## src/rtl/vsim_send_arbiter.sv

```systemverilog
// Round-robin arbiter that multiplexes whole messages from NREQ sources onto one beat port.
// Optional feature: define VSIM_SEND_ARB_HEADER_EN to prefix each message with a header beat carrying grant_id.
module vsim_send_arbiter #(
  parameter int width = 32,
  parameter int NREQ  = 4,
  parameter int IDW   = 2
) (
  input  logic                  CLK,
  input  logic                  RST,
  input  logic [NREQ-1:0]       pend,
  input  logic [NREQ-1:0]       EN_req,
  output logic [NREQ-1:0]       RDY_req,
  input  logic [NREQ*width-1:0] req_v,
  input  logic [NREQ-1:0]       req_last,
  output logic                  EN_beat,
  input  logic                  RDY_beat,
  output logic [width-1:0]      beat_v,
  output logic                  beat_last,
  output logic [IDW-1:0]        grant_id,
  output logic                  busy
);

`ifdef VSIM_SEND_ARB_HEADER_EN
  typedef enum logic [1:0] {S_IDLE = 2'd0, S_HDR = 2'd1, S_BODY = 2'd2} state_t;
`else
  typedef enum logic [1:0] {S_IDLE = 2'd0, S_BODY = 2'd2} state_t;
`endif

  state_t           r_state;
  state_t           w_state_next;
  logic [IDW-1:0]   r_rr_ptr;
  logic [IDW-1:0]   r_grant_id;
  logic             r_busy;
  logic             r_obuf_valid;
  logic [width-1:0] r_obuf_data;
  logic             r_obuf_last;

  logic [IDW-1:0]   w_pick;
  logic [IDW-1:0]   w_rr_next;
  logic             w_obuf_free;
  logic             w_accept;
  logic             w_last_acc;
  logic             w_ld_body;
  logic             w_ld_hdr;
  logic [width-1:0] w_req_data;

  assign w_obuf_free = !r_obuf_valid || RDY_beat;
  assign w_accept    = (r_state == S_BODY) && w_obuf_free && EN_req[r_grant_id];
  assign w_last_acc  = w_accept && req_last[r_grant_id];
  assign w_req_data  = req_v[int'(r_grant_id)*width +: width];
  assign w_rr_next   = (r_grant_id == IDW'(NREQ-1)) ? '0 : r_grant_id + 1'b1;

  // First pending requester at or after rr_ptr, wrapping modulo NREQ.
  always_comb begin
    logic found;
    found  = 1'b0;
    w_pick = r_rr_ptr;
    for (int k = 0; k < NREQ; k++) begin
      if (!found && pend[(int'(r_rr_ptr) + k) % NREQ]) begin
        found  = 1'b1;
        w_pick = IDW'((int'(r_rr_ptr) + k) % NREQ);
      end
    end
  end

  always_comb begin
    w_state_next = r_state;
    case (r_state)
      S_IDLE: begin
        if (|pend) begin
`ifdef VSIM_SEND_ARB_HEADER_EN
          w_state_next = S_HDR;
`else
          w_state_next = S_BODY;
`endif
        end
      end
`ifdef VSIM_SEND_ARB_HEADER_EN
      S_HDR:  if (w_obuf_free) w_state_next = S_BODY;
`endif
      S_BODY: if (w_last_acc) w_state_next = S_IDLE;
      default: w_state_next = S_IDLE;
    endcase
  end

  always_comb begin
    w_ld_body = w_accept;
`ifdef VSIM_SEND_ARB_HEADER_EN
    w_ld_hdr  = (r_state == S_HDR) && w_obuf_free;
`else
    w_ld_hdr  = 1'b0;
`endif
    RDY_req = '0;
    for (int n = 0; n < NREQ; n++) begin
      RDY_req[n] = (r_state == S_BODY) && (r_grant_id == IDW'(n)) && w_obuf_free;
    end
  end

  always_ff @(posedge CLK or posedge RST) begin
    if (RST) begin
      r_state      <= S_IDLE;
      r_rr_ptr     <= '0;
      r_grant_id   <= '0;
      r_busy       <= 1'b0;
      r_obuf_valid <= 1'b0;
      r_obuf_data  <= '0;
      r_obuf_last  <= 1'b0;
    end else begin
      r_state <= w_state_next;
      if (r_state == S_IDLE && |pend) r_grant_id <= w_pick;
      if (w_last_acc) r_rr_ptr <= w_rr_next;
      // Outside IDLE a message is in flight; in IDLE busy tracks the draining last beat.
      if (r_state == S_IDLE) r_busy <= (|pend) || (r_obuf_valid && !RDY_beat);
      if (w_ld_body) begin
        r_obuf_data  <= w_req_data;
        r_obuf_last  <= req_last[r_grant_id];
        r_obuf_valid <= 1'b1;
      end else if (w_ld_hdr) begin
        r_obuf_data  <= width'(r_grant_id);
        r_obuf_last  <= 1'b0;
        r_obuf_valid <= 1'b1;
      end else if (EN_beat) begin
        r_obuf_valid <= 1'b0;
      end
    end
  end

  assign EN_beat   = r_obuf_valid && RDY_beat;
  assign beat_v    = r_obuf_data;
  assign beat_last = r_obuf_last;
  assign grant_id  = r_grant_id;
  assign busy      = r_busy;

endmodule
```

## config.mk

```make
export PLATFORM = sky130hd
export DESIGN_NAME = vsim_send_arbiter
export DESIGN_NICKNAME = d
export VERILOG_FILES = /design/src/rtl/vsim_send_arbiter.sv
export SDC_FILE = /design/constraint.sdc
export NUM_CORES = 1
export LEC_CHECK = 0
export ABC_CLOCK_PERIOD_IN_PS = 5600
export BUFFER_PORTS_ARGS = -buffer_cell sky130_fd_sc_hd__clkbuf_2
export CORE_MARGIN = 3
export CORE_UTILIZATION = 45
export DETAILED_ROUTE_END_ITERATION = 12
export GPL_ROUTABILITY_DRIVEN = 0
export HOLD_SLACK_MARGIN = 0.05
export PLACE_DENSITY_LB_ADDON = 0.15
export RECOVER_POWER = 25
export REMOVE_ABC_BUFFERS = 1
export SLEW_MARGIN = 20
export SYNTH_ARGS = -nofsm -noshare
export SYNTH_HDL_FRONTEND = slang
export SYNTH_SLANG_ARGS = --single-unit
export TNS_END_PERCENT = 30
```

## constraint.sdc

```tcl
create_clock -name CLK -period 5.6 [get_ports CLK]
set_clock_uncertainty 0.15 [all_clocks]
set_input_delay 0.56 -clock CLK [delete_from_list [all_inputs] [get_ports CLK]]
set_output_delay 0.56 -clock CLK [all_outputs]
set_load 0.02 [all_outputs]
```

# Word level (Yosys, flattened, before mapping)
# Index checks and enable logic that the tools add are counted.
# classes
n_reduce_logical	32
n_lt_le_gt_ge	5
bitwise	3
n_mux	27
eq_ne	6
n_addsub	4
shift	1
# op_table
op	count
$shiftx A128 B8 Y32	1
$logic_and A1 B1 Y1	17
$mux W1	14
$bmux W1 S2	6
$lt A3 B4 Y1 const B	3
$mux W2	6
$eq A2 B2 Y1 const B	3
$lt A2 B3 Y1 const B	2
$reduce_or A2 Y1	3
$logic_not A1 Y1	5
$add A2 B1 Y2 const B	2
$add A2 B2 Y2 const B	2
$logic_not A2 Y1	2
$ne A2 B2 Y1 const B	2
$pmux W2 S2	1
$reduce_or A4 Y1	1
$and A1 B1 Y1 const A	3
$eq A2 B1 Y1 const B	1
$logic_or A1 B1 Y1	2
$reduce_and A2 Y1	1
$reduce_bool A2 Y1	1
# word_totals
inputBits	143
out_inout_bits	41
wordCells	85
register_bits	41

# Logic depth before layout (Yosys ltp)
# Gate-level depths: netlist (run 1).
# depth
word_depth	14
mapped_depth	6
ltp_nobuf	4

# Least setup slack after synthesis (run 1)
# OpenSTA, ideal clock, no wires.
# synth_timing
kind	register to output
from	register r_grant_id[1], in the netlist grant_id[1]
to	output port RDY_req[1]
t_arrival_ns	1.549
required_time_ns	4.890
path_stages_with_launch	6
path_slack_ns	3.341
n_path_buf	2
path_cell_list	dfrtp_1 -> buf_2 -> buf_1 -> inv_1 -> ha_1 -> and3_1
# synth_between
elab_chain_len	3
# synth_lines
element	line	text
start, declared	32	logic [IDW-1:0] r_grant_id;
start signal, assigned	110	if (r_state == S_IDLE && |pend) r_grant_id <= w_pick;
$eq A2 B1 Y1	95	RDY_req[n] = (r_state == S_BODY) && (r_grant_id == IDW'(n)) && w_obuf_free;
$logic_and A1 B1 Y1 (2 in a row)	95	
end, declared	12	output logic [NREQ-1:0] RDY_req,
# Every way passes these cells.

# Worst setup path in the final report (run 1)
# layout_timing
from	register r_grant_id[1], in the netlist grant_id[1]
to	output port RDY_req[0]
# layout_between
elab_chain_len	3
# layout_lines
element	line
$logic_not A2 Y1	95
$logic_and A1 B1 Y1 (2 in a row)	95
# Every way passes these cells.

==> results of run 1 <==
==> metal layers <==
metal	vias to the layer above	part of all wire, %	routed length, um
met3	6	11	703
met4	0	1.1	69
met5	-	0	0
li1	994	-	-
met1	1051	38	2460
met2	129	51	3310
==> worst max-delay path, cell delays in order (launching register included) <==
cell and delay, ns:
dfrtp_1 0.89, buf_4 0.40, inv_1 0.12, ha_1 0.19, and3_1 0.16, clkbuf_2 0.15
==> stage by stage <==
stage                     setup WS, ns  total power, mW  instances
after floorplan                   2.17             1.44        148
after global placement            2.77             1.74        406
after detailed placement          2.69             1.77        406
after CTS                         2.63             2.03        414
after global routing              2.54             2.13        414
final                             2.69             2.00        414
==> cells in the mapped netlist <==
| cell type | number |
|---|---|
| dfrtp_1 | 40 |
| mux4_2 | 34 |
| mux2_4 | 28 |
| mux2_2 | 5 |
| and3_1 | 4 |
| buf_2 | 4 |
| clkbuf_1 | 4 |
| ha_1 | 4 |
| inv_1 | 4 |
| nand2_1 | 4 |
| nor2_1 | 4 |
| buf_12 | 3 |
| nand2b_1 | 3 |
| nor2b_1 | 2 |
| a21boi_0 | 1 |
| a21oi_1 | 1 |
| a31oi_1 | 1 |
| and2_1 | 1 |
| and3b_1 | 1 |
| buf_1 | 1 |
| buf_6 | 1 |
| nand3_1 | 1 |
| nand3_4 | 1 |
| nand4_1 | 1 |
| nor3_1 | 1 |
| nor3b_1 | 1 |
| nor4_1 | 1 |
| o21a_1 | 1 |
| o21ai_0 | 1 |
| o22ai_1 | 1 |
| o31ai_1 | 1 |
| o32ai_1 | 1 |
==> logic make-up (layout without fill, tap and decap cells) <==
group / count (synthesis) / in the layout / synth area share, %
adders and majority gates: 4 / 4 / 1.91
muxes: 67 / 67 / 47.4
and+or+nand+nor: 25 / 25 / 5.68
AOI/OAI and AO/OA: 8 / 8 / 2.05
DFF: 40 / 40 / 38.2
buffers and inverters: 17 / 198 / 4.77
==> layout by cell type (no fill, tap or decap), types with 2 or more instances in the layout <==
cell type | synthesis | layout
nand2_1 | 4 | 4
nor2_1 | 4 | 4
nor2b_1 | 2 | 2
buf_4 | 0 | 2
mux2_2 | 5 | 5
inv_1 | 4 | 3
ha_1 | 4 | 4
nand2b_1 | 3 | 3
and3_1 | 4 | 4
mux2_4 | 28 | 28
clkbuf_2 | 0 | 183
clkbuf_8 | 0 | 7
mux4_2 | 34 | 34
dfrtp_1 | 40 | 39
==> sequential cells by signal, indices dropped and copies added, names as in the netlist <==
register,flops
busy,1
r_rr_ptr,2
grant_id,2
beat_last,1
r_state,1
beat_v,32
r_obuf_valid,1
==> where the power goes <==
group	switching, mW	internal, mW
clock network	0.0963	0.157
registers	0.117	0.442
logic	0.541	0.642
==> path summary, 6_finish.rpt <==
check	start	to	slack [ns]
worst min register to register	beat_last$_DFFE_PP0P_	beat_last$_DFFE_PP0P_	0.34
worst max-delay path	grant_id[1]$_DFFE_PP0P_	RDY_req[0]	2.69
worst max register to register	grant_id[1]$_DFFE_PP0P_	beat_v[4]$_DFFE_PP0P_	2.71
min in group asynchronous	RST	beat_v[12]$_DFFE_PP0P_	0.85
max in group asynchronous	RST	grant_id[0]$_DFFE_PP0P_	3.08
worst min-delay path	beat_last$_DFFE_PP0P_	beat_last$_DFFE_PP0P_	0.34
==> area by class of cell <==
| cell class | count | area share (%) |
|---|---|---|
| clock buffers | 7 | 2.63 |
| multi-input cells | 104 | 40.8 |
| inverters | 4 | 0.410 |
| repair buffers | 186 | 25.5 |
| well taps | 72 | 2.46 |
| clock inverters | 1 | 0.820 |
| flip-flops and latches | 40 | 27.4 |
==> impl_metrics.yaml, run 1 <==
status:
  outcome: "finished, violations left"
  violations: "capacitance limit, slew limit"
grt:
  overflow: 0
  grt_pass1_vias: 2187
  grt_max_degree: 41
  globalRouteMet3Util_pct: 4.23
  grt.met2_usage_pct: 33.5
  grt_antenna_before_repair: 0
  grt_pass1_wl_mm: 9.96
  grt_use_met1_pct: 24.3
  grt.busiest_layer: "met2"
  grt.total_usage_pct: 19.4
yosys:
  synth-seq-cells: 40
  syn_avg_cell_area_um2: 16.3
  yosys.area.top_type: "dfrtp_1"
  ys_seq_area_share_pct: 38.2
  yosysTopAreaCellShare_pct: 38.2
  synth_warnings: 0
  ys_top_cells_by_area: "dfrtp_1 (38%), mux4_2 (29%), mux2_4 (16%)"
  netlist_area_mm2: 0.00262
  netlist_instances: 161
  ys_types: 32
cells_and_area:
  diodes: 0
  layout.nets: 488
  seq_area_mm2: 0.00100
  multiInputGateArea_mm2: 0.00150
  drive_gt1_share_pct: 76.6
  n_fill_cell: 424
  syn_to_final_growth_pct: 39.8
  stdcell_area_mm2: 0.00366
  finish.utilization_pct: 65.7
worst_setup_path:
  cp.arrival_ns: 2.20
  worstRegToRegCells: 4
  cp-end-kind: "output pin"
  critPathLaunchType: "flip-flop"
  required_ns: 4.89
  critPathKind: "reg2out"
  path_max_fanout: 20
die:
  num_rows: 27
  fp.coreArea_mm2: 0.00557
  die_area_mm2: 0.00678
  die_h_um: 82.3
  start_util_pct: 47.0
  ioPinCount: 184
  die_x_um: 82.3
clocking:
  cts.sinks: 40
  cts_resized: 0
  clk_pin_slew_ns: 0.08
  root_buffer: "clkbuf_8"
  cts_tree: "built"
  cts_hold_buf: 0
  cts_buffers: 5
  cts_max_level: 2
  post_cts_buffers: 0
  clock_latency_ns: 0.29
  cts.path.max_buffers: 2
timing:
  worst_pin_slew_ns: 2.11
  setup_viol: 0
  hold_viol: 0
  rsz0062_at_grt: "no"
  slew_violations: 41
  min_period_ns: 2.91
  fin_crit_sh_pct: 51.9
  max_freq_mhz: 344
  tns_ns: 0
  whs_ns: 0.342
  slew_headroom_pct: -40.8
detailed_routing:
  route.vias.total: 2180
  dr.pass1.iters: 4
  vias_per_cell: 5.27
  postRouteAntennaNets: 0
  drc: 0
  detail_route.wirelength_mm: 6.55
  wire_per_inst_um: 15.8
  drt_iter0_markers: 95
place:
  placed_cell_area_mm2: 0.00354
  place_hpwl_mm: 5.27
  portBuffers: 183
power_and_ir_drop:
  p_leak_nw: 1.90
  power_density_mw_per_mm2: 545
  irDropWorstVdd_mv: 0.364
job:
  maxCapViolCount: 1
worst_hold_path:
  hold_depth: 2
  hold_path.class: "reg2reg"
No activity file was read; power rests on OpenSTA's default activity.
==> run 2, diff against run 1 <==
--- a/config.mk
+++ b/config.mk
@@ -5,10 +5,10 @@
 export SDC_FILE = /design/constraint.sdc
 export NUM_CORES = 1
 export LEC_CHECK = 0
-export ABC_CLOCK_PERIOD_IN_PS = 5600
+export ABC_CLOCK_PERIOD_IN_PS = 2500
 export BUFFER_PORTS_ARGS = -buffer_cell sky130_fd_sc_hd__clkbuf_2
 export CORE_MARGIN = 3
-export CORE_UTILIZATION = 45
+export CORE_UTILIZATION = 38
 export DETAILED_ROUTE_END_ITERATION = 12
 export GPL_ROUTABILITY_DRIVEN = 0
 export HOLD_SLACK_MARGIN = 0.05
==> constraint.sdc (replaced) <==
create_clock -name CLK -period 2.5 [get_ports CLK]
set_clock_uncertainty 0.15 [all_clocks]
set_input_delay 0.25 -clock CLK [delete_from_list [all_inputs] [get_ports CLK]]
set_output_delay 0.25 -clock CLK [all_outputs]
set_load 0.02 [all_outputs]
==> impl_metrics.yaml, run 2 (synthesis results as in run 1) <==
detailed_routing:
  wire_per_inst_um: 17.3
  drt_iter0_markers: 74
  route.vias.total: 2179
  dr.pass1.iters: 4
  postRouteAntennaNets: 0
  vias_per_cell: 5.18
  drc: 0
  detail_route.wirelength_mm: 7.27
power_and_ir_drop:
  p_sw_mw: 1.74
  internal-power_mw: 2.69
  p_total_mw: 4.43
  switching_share_pct: 39.2
  power_density_mw_per_mm2: 1210
  clock_power_share_pct: 11.6
  seqPwrFrac_pct: 27.5
  combPwrFrac_pct: 60.9
  irDropWorstVdd_mv: 0.891
  p_leak_nw: 1.83
worst_setup_path:
  critPathTopFamily: "buffers and inverters"
  cp_cell_sequence: "buf_4 -> inv_1 -> ha_1 -> and3_1 -> clkbuf_2"
  critPathLaunchType: "flip-flop"
  path_buf_inv: 3
  path_max_fanout: 37
  critPathKind: "reg2out"
  cp-end-kind: "output pin"
  critPathMaxStageDelay_ns: 0.45
  cp.arrival_ns: 1.80
  cp_slowest_cell: "buf_4"
  required_ns: 2.10
place:
  placed_cells: 412
  portBuffers: 183
  place_hpwl_mm: 5.84
  placed_cell_area_mm2: 0.00357
timing:
  rsz0062_at_grt: "no"
  slew_headroom_pct: 44.3
  setup_viol: 0
  hold_viol: 0
  fin_crit_sh_pct: 88.0
  slew_violations: 0
  min_period_ns: 2.20
  worst_pin_slew_ns: 0.834
  whs_ns: 0.152
  max_freq_mhz: 455
cells_and_area:
  drive_gt1_share_pct: 68.3
  layout.nets: 490
  n_fill_cell: 574
  final_common_cell: "clkbuf_2"
  diodes: 0
  layout_common_cells: "clkbuf_2 (154), dfrtp_1 (39), mux4_2 (34), clkbuf_1 (30), mux2_4 (28)"
  stdcell_area_mm2: 0.00365
  seq_area_mm2: 0.00100
  largest_reg_flops: 32
  multiInputGateArea_mm2: 0.00150
  layoutNonFillerInstCount: 421
  syn_to_final_growth_pct: 39.2
die:
  ioPinCount: 184
  fp.coreArea_mm2: 0.00653
  die_h_um: 89.1
  num_rows: 29
  die_area_mm2: 0.00793
  start_util_pct: 40.1
  die_x_um: 89.1
clocking:
  cts_max_level: 2
  cts_tree: "built"
  cts_resized: 0
  cts_buffers: 5
  clk_pin_slew_ns: 0.08
  cts.path.max_buffers: 2
  cts.sinks: 40
  root_buffer: "clkbuf_8"
  clock_latency_ns: 0.29
grt:
  grt.total_usage_pct: 17.8
  overflow: 0
  grt_pass1_vias: 2304
  grt_pass1_wl_mm: 10.8
  grt_antenna_before_repair: 0
  grt_max_degree: 41
status:
  outcome: "finished clean"
job:
  maxCapViolCount: 0
worst_hold_path:
  hold_path.class: "in2reg"
==> run 2: power groups by stage <==
| stage | clock network [mW] | registers [mW] | logic, mW |
|---|---|---|---|
| finish | 0.514 | 1.22 | 2.69 |
| global route | 0.557 | 1.27 | 2.90 |
| CTS | 0.535 | 1.22 | 2.81 |
| detailed placement | 0 | 1.23 | 2.80 |
| global placement | 0 | 1.22 | 2.74 |
| floorplan | 0 | 1.71 | 1.52 |
==> run 2: repair_timing <==
action,in CTS,in global routing
hold buffers,1,0
buffers inserted,0,0
endpoints found under the hold margin,40,0
setup endpoints to repair,0,0
==> run 2: final timing paths <==
path	from	end	slack, ns	cells after the start
max in group asynchronous	RST	grant_id[0]$_DFFE_PP0P_	1.11	3
setup / recovery	grant_id[1]$_DFFE_PP0P_	RDY_req[1]	0.30	5
min in group asynchronous	RST	beat_v[31]$_DFFE_PP0P_	0.52	3
setup reg to reg	grant_id[1]$_DFFE_PP0P_	r_rr_ptr[1]$_DFFE_PP0P_	0.47	4
hold / removal	pend[3]	grant_id[0]$_DFFE_PP0P_	0.15	3
hold reg to reg	busy$_DFFE_PP0N_	busy$_DFFE_PP0N_	0.35	1
==> run 2: area by class of cell <==
class,instances,area share (%)
Inverter,4,0.412
Timing Repair Buffer,188,25.5
Clock buffer,6,1.99
Tap cell,77,2.64
Multi-Input combinational cell,104,41.0
Sequential cell,40,27.5
Clock inverter,2,0.960
==> run 2: worst register-to-register path, stage by stage (launching register included) <==
cell and delay, ns:
dfrtp_1 0.37, buf_4 0.45, mux4_2 0.40, nand4_1 0.19, mux2_2 0.36
==> run 2: through the flow <==
stage | setup slack [ns] | setup TNS [ns] | util (%)
final | 0.300 | 0 | 55.9
after global routing | 0.204 | 0 | 55.9
after CTS | 0.286 | 0 | 56.4
after detailed placement | 0.478 | 0 | 54.6
after global placement | 0.553 | 0 | 54.6
after floorplan | -0.930 | -32.12 | -
==> run 2: per-layer routing <==
metal	global-route usage [%]	wire, um	up-vias
li1	-	-	1002
met1	21.6	2790	1056
met2	31.1	3750	117
met3	4.79	679	4
met4	5.01	48	0
met5	0	0	-
